===== src/rtl/ps2_keyboard.sv =====
// PS/2 keyboard receiver: synchronises the raw PS/2 lines, assembles 11-bit frames,
// checks start/parity/stop and queues raw scan codes in a small FIFO.
module ps2_keyboard #(
   parameter int DEPTH   = 8,
   parameter int TIMEOUT = 50000
) (
   input  logic       clk,
   input  logic       rst,
   input  logic       ps2_clk,
   input  logic       ps2_data,
   input  logic       nextdata_n,
   output logic [7:0] data,
   output logic       ready,
   output logic       overflow,
   output logic       frame_err
);

   localparam int AW = $clog2(DEPTH);
   localparam int TW = $clog2(TIMEOUT + 1);
   localparam logic [AW:0]    PTR_ONE = 1;
   localparam logic [TW-1:0]  TMO_ONE = 1;
   localparam logic [TW-1:0]  TMO_MAX = TW'(TIMEOUT - 1);

   logic [2:0]    sync_q, sync_d;
   logic [3:0]    bit_cnt_q, bit_cnt_d;
   logic [9:0]    shift_q, shift_d;
   logic [TW-1:0] tmo_q, tmo_d;
   logic [AW:0]   wr_ptr_q, wr_ptr_d;
   logic [AW:0]   rd_ptr_q, rd_ptr_d;
   logic          overflow_q, overflow_d;
   logic          frame_err_q, frame_err_d;
   logic [7:0]    mem_q [DEPTH];

   logic          fall, done, valid, empty, full, push, pop;
   logic [10:0]   frame;

   always_comb begin
      sync_d      = {sync_q[1:0], ps2_clk};
      fall        = sync_q[2] & ~sync_q[1];
      bit_cnt_d   = bit_cnt_q;
      shift_d     = shift_q;
      tmo_d       = '0;
      done        = 1'b0;
      // frame[0]=start, [8:1]=D0..D7, [9]=parity, [10]=stop
      frame       = {ps2_data, shift_q};
      valid       = ~frame[0] & frame[10] & (^frame[9:1]);

      if (fall) begin
         shift_d = {ps2_data, shift_q[9:1]};
         if (bit_cnt_q == 4'd10) begin
            bit_cnt_d = 4'd0;
            done      = 1'b1;
         end else begin
            bit_cnt_d = bit_cnt_q + 4'd1;
         end
      end else if (bit_cnt_q != 4'd0) begin
         // A stalled partial frame is abandoned so the next start bit realigns.
         if (tmo_q == TMO_MAX) begin
            bit_cnt_d = 4'd0;
         end else begin
            tmo_d = tmo_q + TMO_ONE;
         end
      end

      empty       = (wr_ptr_q == rd_ptr_q);
      full        = (wr_ptr_q[AW-1:0] == rd_ptr_q[AW-1:0]) & (wr_ptr_q[AW] != rd_ptr_q[AW]);
      pop         = ~nextdata_n & ~empty;
      push        = done & valid & (~full | pop);
      wr_ptr_d    = push ? wr_ptr_q + PTR_ONE : wr_ptr_q;
      rd_ptr_d    = pop  ? rd_ptr_q + PTR_ONE : rd_ptr_q;
      overflow_d  = overflow_q | (done & valid & full & ~pop);
      frame_err_d = done & ~valid;
   end

   always_ff @(posedge clk) begin
      if (rst) begin
         sync_q      <= 3'b111;
         bit_cnt_q   <= '0;
         shift_q     <= '0;
         tmo_q       <= '0;
         wr_ptr_q    <= '0;
         rd_ptr_q    <= '0;
         overflow_q  <= 1'b0;
         frame_err_q <= 1'b0;
      end else begin
         sync_q      <= sync_d;
         bit_cnt_q   <= bit_cnt_d;
         shift_q     <= shift_d;
         tmo_q       <= tmo_d;
         wr_ptr_q    <= wr_ptr_d;
         rd_ptr_q    <= rd_ptr_d;
         overflow_q  <= overflow_d;
         frame_err_q <= frame_err_d;
      end
   end

   // Storage is deliberately not reset; ready gates its visibility.
   always_ff @(posedge clk) begin
      if (push && !rst) mem_q[wr_ptr_q[AW-1:0]] <= frame[8:1];
   end

   assign data      = mem_q[rd_ptr_q[AW-1:0]];
   assign ready     = ~empty;
   assign overflow  = overflow_q;
   assign frame_err = frame_err_q;

endmodule


===== config.mk =====
export PLATFORM = sky130hd
export DESIGN_NAME = ps2_keyboard
export DESIGN_NICKNAME = d
export VERILOG_FILES = /design/src/rtl/ps2_keyboard.sv
export SDC_FILE = /design/constraint.sdc
export NUM_CORES = 1
export LEC_CHECK = 0
export BUFFER_PORTS_ARGS = -buffer_cell sky130_fd_sc_hd__buf_2
export CAP_MARGIN = 10
export CORE_MARGIN = 2
export CORE_UTILIZATION = 55
export CTS_BUF_LIST = sky130_fd_sc_hd__clkbuf_8
export DETAILED_ROUTE_END_ITERATION = 6
export GPL_TIMING_DRIVEN = 0
export HOLD_SLACK_MARGIN = 0.06
export PLACE_DENSITY = 0.72
export SLEW_MARGIN = 10
export SYNTH_ARGS = -nofsm -noshare
export SYNTH_HDL_FRONTEND = slang
export SYNTH_SLANG_ARGS = --single-unit

===== constraint.sdc =====
create_clock -name clk -period 4.9 [get_ports clk]
set_clock_uncertainty 0.1 [all_clocks]
set_input_delay 0.49 -clock clk [delete_from_list [all_inputs] [get_ports clk]]
set_output_delay 0.49 -clock clk [all_outputs]
set_load 0.05 [all_outputs]

# Word level (Yosys, flattened, before mapping)
# Memories as Yosys holds them, arrays and structs flattened. A register that Yosys moved wholly into a read port is not among the register bits.
# Cells that the tools add are included.
[classes]
addsub = 4
n_eq_ne = 5
mux = 10
bitwise_logic = 20
n_reduce_logical = 8
[ops]
columns = ["op", "n"]
rows = [
  ["16-bit by 1-bit adder with 16-bit output, second input constant", 1],
  ["16-bit equality test, second input constant", 1],
  ["4-bit 2-to-1 mux", 4],
  ["4-bit by 1-bit adder with 4-bit output, second input constant", 3],
  ["1-bit bitwise AND", 10],
  ["9-bit parity", 1],
  ["1-bit NOT", 8],
  ["3-bit 2-to-1 mux", 2],
  ["4-bit equality test", 1],
  ["4-bit equality test, second input constant", 1],
  ["1-bit 2-to-1 mux", 4],
  ["2-bit nonzero test", 2],
  ["4-bit nonzero test", 1],
  ["4-bit OR reduction", 1],
  ["3-bit equality test", 1],
  ["1-bit OR", 2],
  ["2-bit AND reduction", 1],
  ["1-bit logical AND", 1],
  ["1-bit logical NOT", 1],
  ["1-bit inequality test", 1],
]
[word_totals]
register_bits = 43
ramBits = 64
input_bits = 5
out_inout_bits = 11
mem_count = 1
[memory_table]
columns = ["memory", "depth", "word_bits", "read_ports", "rd_ports_with_merged_regs", "write_ports", "line_no", "rtl"]
rows = [
  ["mem_q", 8, 8, 1, 1, 1, "32", "logic [7:0] mem_q [DEPTH];"],
]

# Logic depth before layout (Yosys ltp)
[depth]
ltp_word = 8
ltp_mapped = 7

# Worst setup path after synthesis
# No wires, ideal clock.
[synth_path]
path_type = "reg-to-reg"
start = "reg shift_q[4]"
end = "mem mem_q[4][0], enable pin"
arrival_time_ns = 2.246
required_ns = 4.417
path_slack_ns = 2.171
path_stages_with_launch = 6
synth_period_minus_slack_ns = 2.729
path_cell_list = "dfxtp_1 > xnor2_1 > xnor3_2 > xnor2_1 > nand4_1 > nor3_1"
[synth_via]
elab_chain_cells = 7
[synth_rtl]
columns = ["element", "line_no", "rtl"]
rows = [
  ["start: declaration", "26", "logic [9:0] shift_q, shift_d;"],
  ["start signal: assignment", "88", "shift_q <= shift_d;"],
  ["9-bit parity", "46", "valid = ~frame[0] & frame[10] & (^frame[9:1]);"],
  ["1-bit bitwise AND", "46", ""],
  ["1-bit bitwise AND (2 in series)", "68", "push = done & valid & (~full | pop);"],
  ["1-bit logical AND", "99", "if (push && !rst) mem_q[wr_ptr_q[AW-1:0]] <= frame[8:1];"],
  ["1-bit 2-to-1 mux", "99", ""],
  ["1-bit 2-to-1 mux (not written as such)", "99", ""],
  ["end: declaration", "32", ""],
]
# Every way passes these cells.

==> metrics.txt <==
die height=94.7 microns; pwr/cell area=302 nW/um^2; DRC viols=0; pre-CTS setup slack=1610 ps; sw frac=21.7%; 1st-iter DRT viols=111; CTS sink cnt=110; Clock Path Buffers=2; vias in the first global route=2504; Hold Path Class=input pin to flop; Post-Syn Area per Cell=13.2 sq um; Tot Pwr=1.48 mW; CORE AREA=8090 sq um; Worst Path Required=4310 ps; critical path peak fanout=10; die boundary width=94.7 microns; synth cell count leaders=edfxtp_1 (64), dfxtp_1 (46), nor2_1 (39), nand2_1 (31), a21oi_1 (18); CP arrival=2680 ps; vias per cell=5.48; final setup violation count=0; Die ar.=8970 sq um; I/O pin total=16; kind of critical path=flop to primary output; synthesis-stage register bit count=110; port bufs=15; Post-CTS Resized=0; Post-synth ARST share=0%; cell with the most instances after synthesis=edfxtp_1; Final Max Slew Viols=0; Psw=0.322 mW; final wirelength=7810 microns; final hold vios=0; final cell count without fillers=478; top_reg_cell synth=edfxtp_1; first-pass GRT wire length=12500 microns; Post-synth EDFFs=64; Post-CTS Setup Inserts=0; Initial Utilization=55.9%; antenna violations before repair=0; final setup margin=1630 ps; clock share of power=33.3%; Synth area leader=edfxtp_1; CP Capture Type=primary output; Min Hold Slack=197 ps; post-DR wirelength/cell=16.3 microns; fmax=306 MHz; layout cell share with drive strength beyond 1=17.4%; Startpoint Class=flop; final period utilization=66.8%; Synth Warn #=0; Post-Layout Inst Area=4920 sq um; worst vdd ir=0.000152 V; Row Count=33; DRT Pass-1 Iters=5; CTS tree=built; Combinational Power Share=1.4%; dpl cell area=4740 sq um; Synth cell types=41; Yosys top cell area share=42.5%; main area contributors after synthesis=edfxtp_1 (42%), dfxtp_1 (20%), mux4_2 (8.0%); Diodes inserted=0; DP Wirelength=5360 microns; Mapped Cells=342; GPL Wtd Cong=0.826; Worst slew margin=38.7%; fin nets=379; TritonCTS Buffers=9; Cell Int Power=1.16 mW; Flop pwr share=65.3%; Seq/Total Area, Yosys=62.8%; Layout Utilization=60.7%; Synth Net Count=353; Lkg Pwr=1.57 nW; CTS Hold Bufs=0; clock root buffer=clkbuf_8; outcome=finished, final reports clean; Period minus WS final=3270 ps; routed via count=2620; final setup TNS=0 ps; Clock Pin Slew Worst Setup and Hold Paths=100 ps; largest net degree at the start of global routing=19; Synth Cell Area=4520 sq um; Inst Count DP=462; Remaining Overflow, GRT=0; H-tree depth=3; worst slew pin tran=916 ps; Total GRT Usage=19.0%; RSZ-0062 raised after global routing=false; later-pin clock latency in the skew report=370 ps; Routed Antenna Nets=0; Max Cap Viol=0; P&R area growth vs syn=8.66%
## critical path: stages, from the launching register on
cell and delay (ps):
dfxtp_1 340, clkbuf_1 480, buf_2 450, mux4_2 560
mux2_2 270, buf_2 210
## cells by family (layout without fill, tap and decap cells)
logic type | count (synthesis) | count (layout) | synth area share (%)
AOI/OAI and AO/OA | 33 | 33 | 4.45
xor gates and xnor gates | 29 | 29 | 6.44
adders and majority gates | 6 | 6 | 1.66
buffers and inverters | 21 | 52 | 1.83
DFF | 110 | 110 | 62.8
muxes | 26 | 26 | 10.4
and+or+nand+nor | 117 | 117 | 12.4
## cells in the final DEF, fill, tap and decap left out, drive strengths merged, types with 2 or more instances in the layout
master,instances
edfxtp,64
or4,2
xor2,11
nor2b,4
nor3,5
o21ai,3
and3,2
nand2b,3
nor2,39
nand4,6
or2,3
clkinvlp,2
xnor2,17
ha,6
clkbuf,17
a21oi,18
dfxtp,46
or4bb,2
or4b,2
a31oi,2
nand3,11
nand2,31
mux4,16
buf,21
o31ai,3
nand3b,3
mux2,8
mux2i,2
inv,11
nor4,2
or3,2
## state kept, by name, summed over array words and instances (netlist names), named ones only
name and cells:
bit_cnt_q 4, frame_err 1, mem_q 64, overflow 1, rd_ptr_q 4, shift_q 10, sync_q 3, tmo_q 16
wr_ptr_q 4
## final cells by class
type,instances,area (sq um)
plain buffers,14,56.3
clock buffers,9,124
clock inverters,7,51.3
fillers,654,3180
inverters,7,26.3
multi-input cells,211,1610
flip-flops and latches,110,2840
well taps,105,131
repair buffers,15,75.1
## final timing paths
kind	from	to	slack, ps	depth (start not counted)
max	flop	data[1]	1630	5
min reg2reg	sync_q[0]	sync_q[1]	320	1
max reg2reg	shift_q[4]	mem_q[7][7]	1640	5
min	ps2_clk	sync_q[0]	200	2
## layer usage
layer | up-vias | track usage (%) | routed length, microns
met5 | - | 0 | 0
met4 | 0 | 9.66 | 163
met3 | 17 | 3.19 | 201
met2 | 38 | 32.6 | 4060
met1 | 1269 | 23.2 | 3390
li1 | 1296 | - | -
## power by group through the flow
| stage | Sequential, mW | Combinational (mW) | Clock, mW |
|---|---|---|---|
| 6_report | 0.970 | 0.0207 | 0.494 |
| 5_1_grt | 0.970 | 0.0236 | 0.534 |
| 4_1_cts | 0.970 | 0.0211 | 0.506 |
| 3_5_place_dp | 0.991 | 0.0210 | 0 |
| 3_3_place_gp | 0.991 | 0.0205 | 0 |
| 2_1_floorplan | 0.990 | 0.0141 | 0 |
No activity file was read; power rests on OpenSTA's default activity.
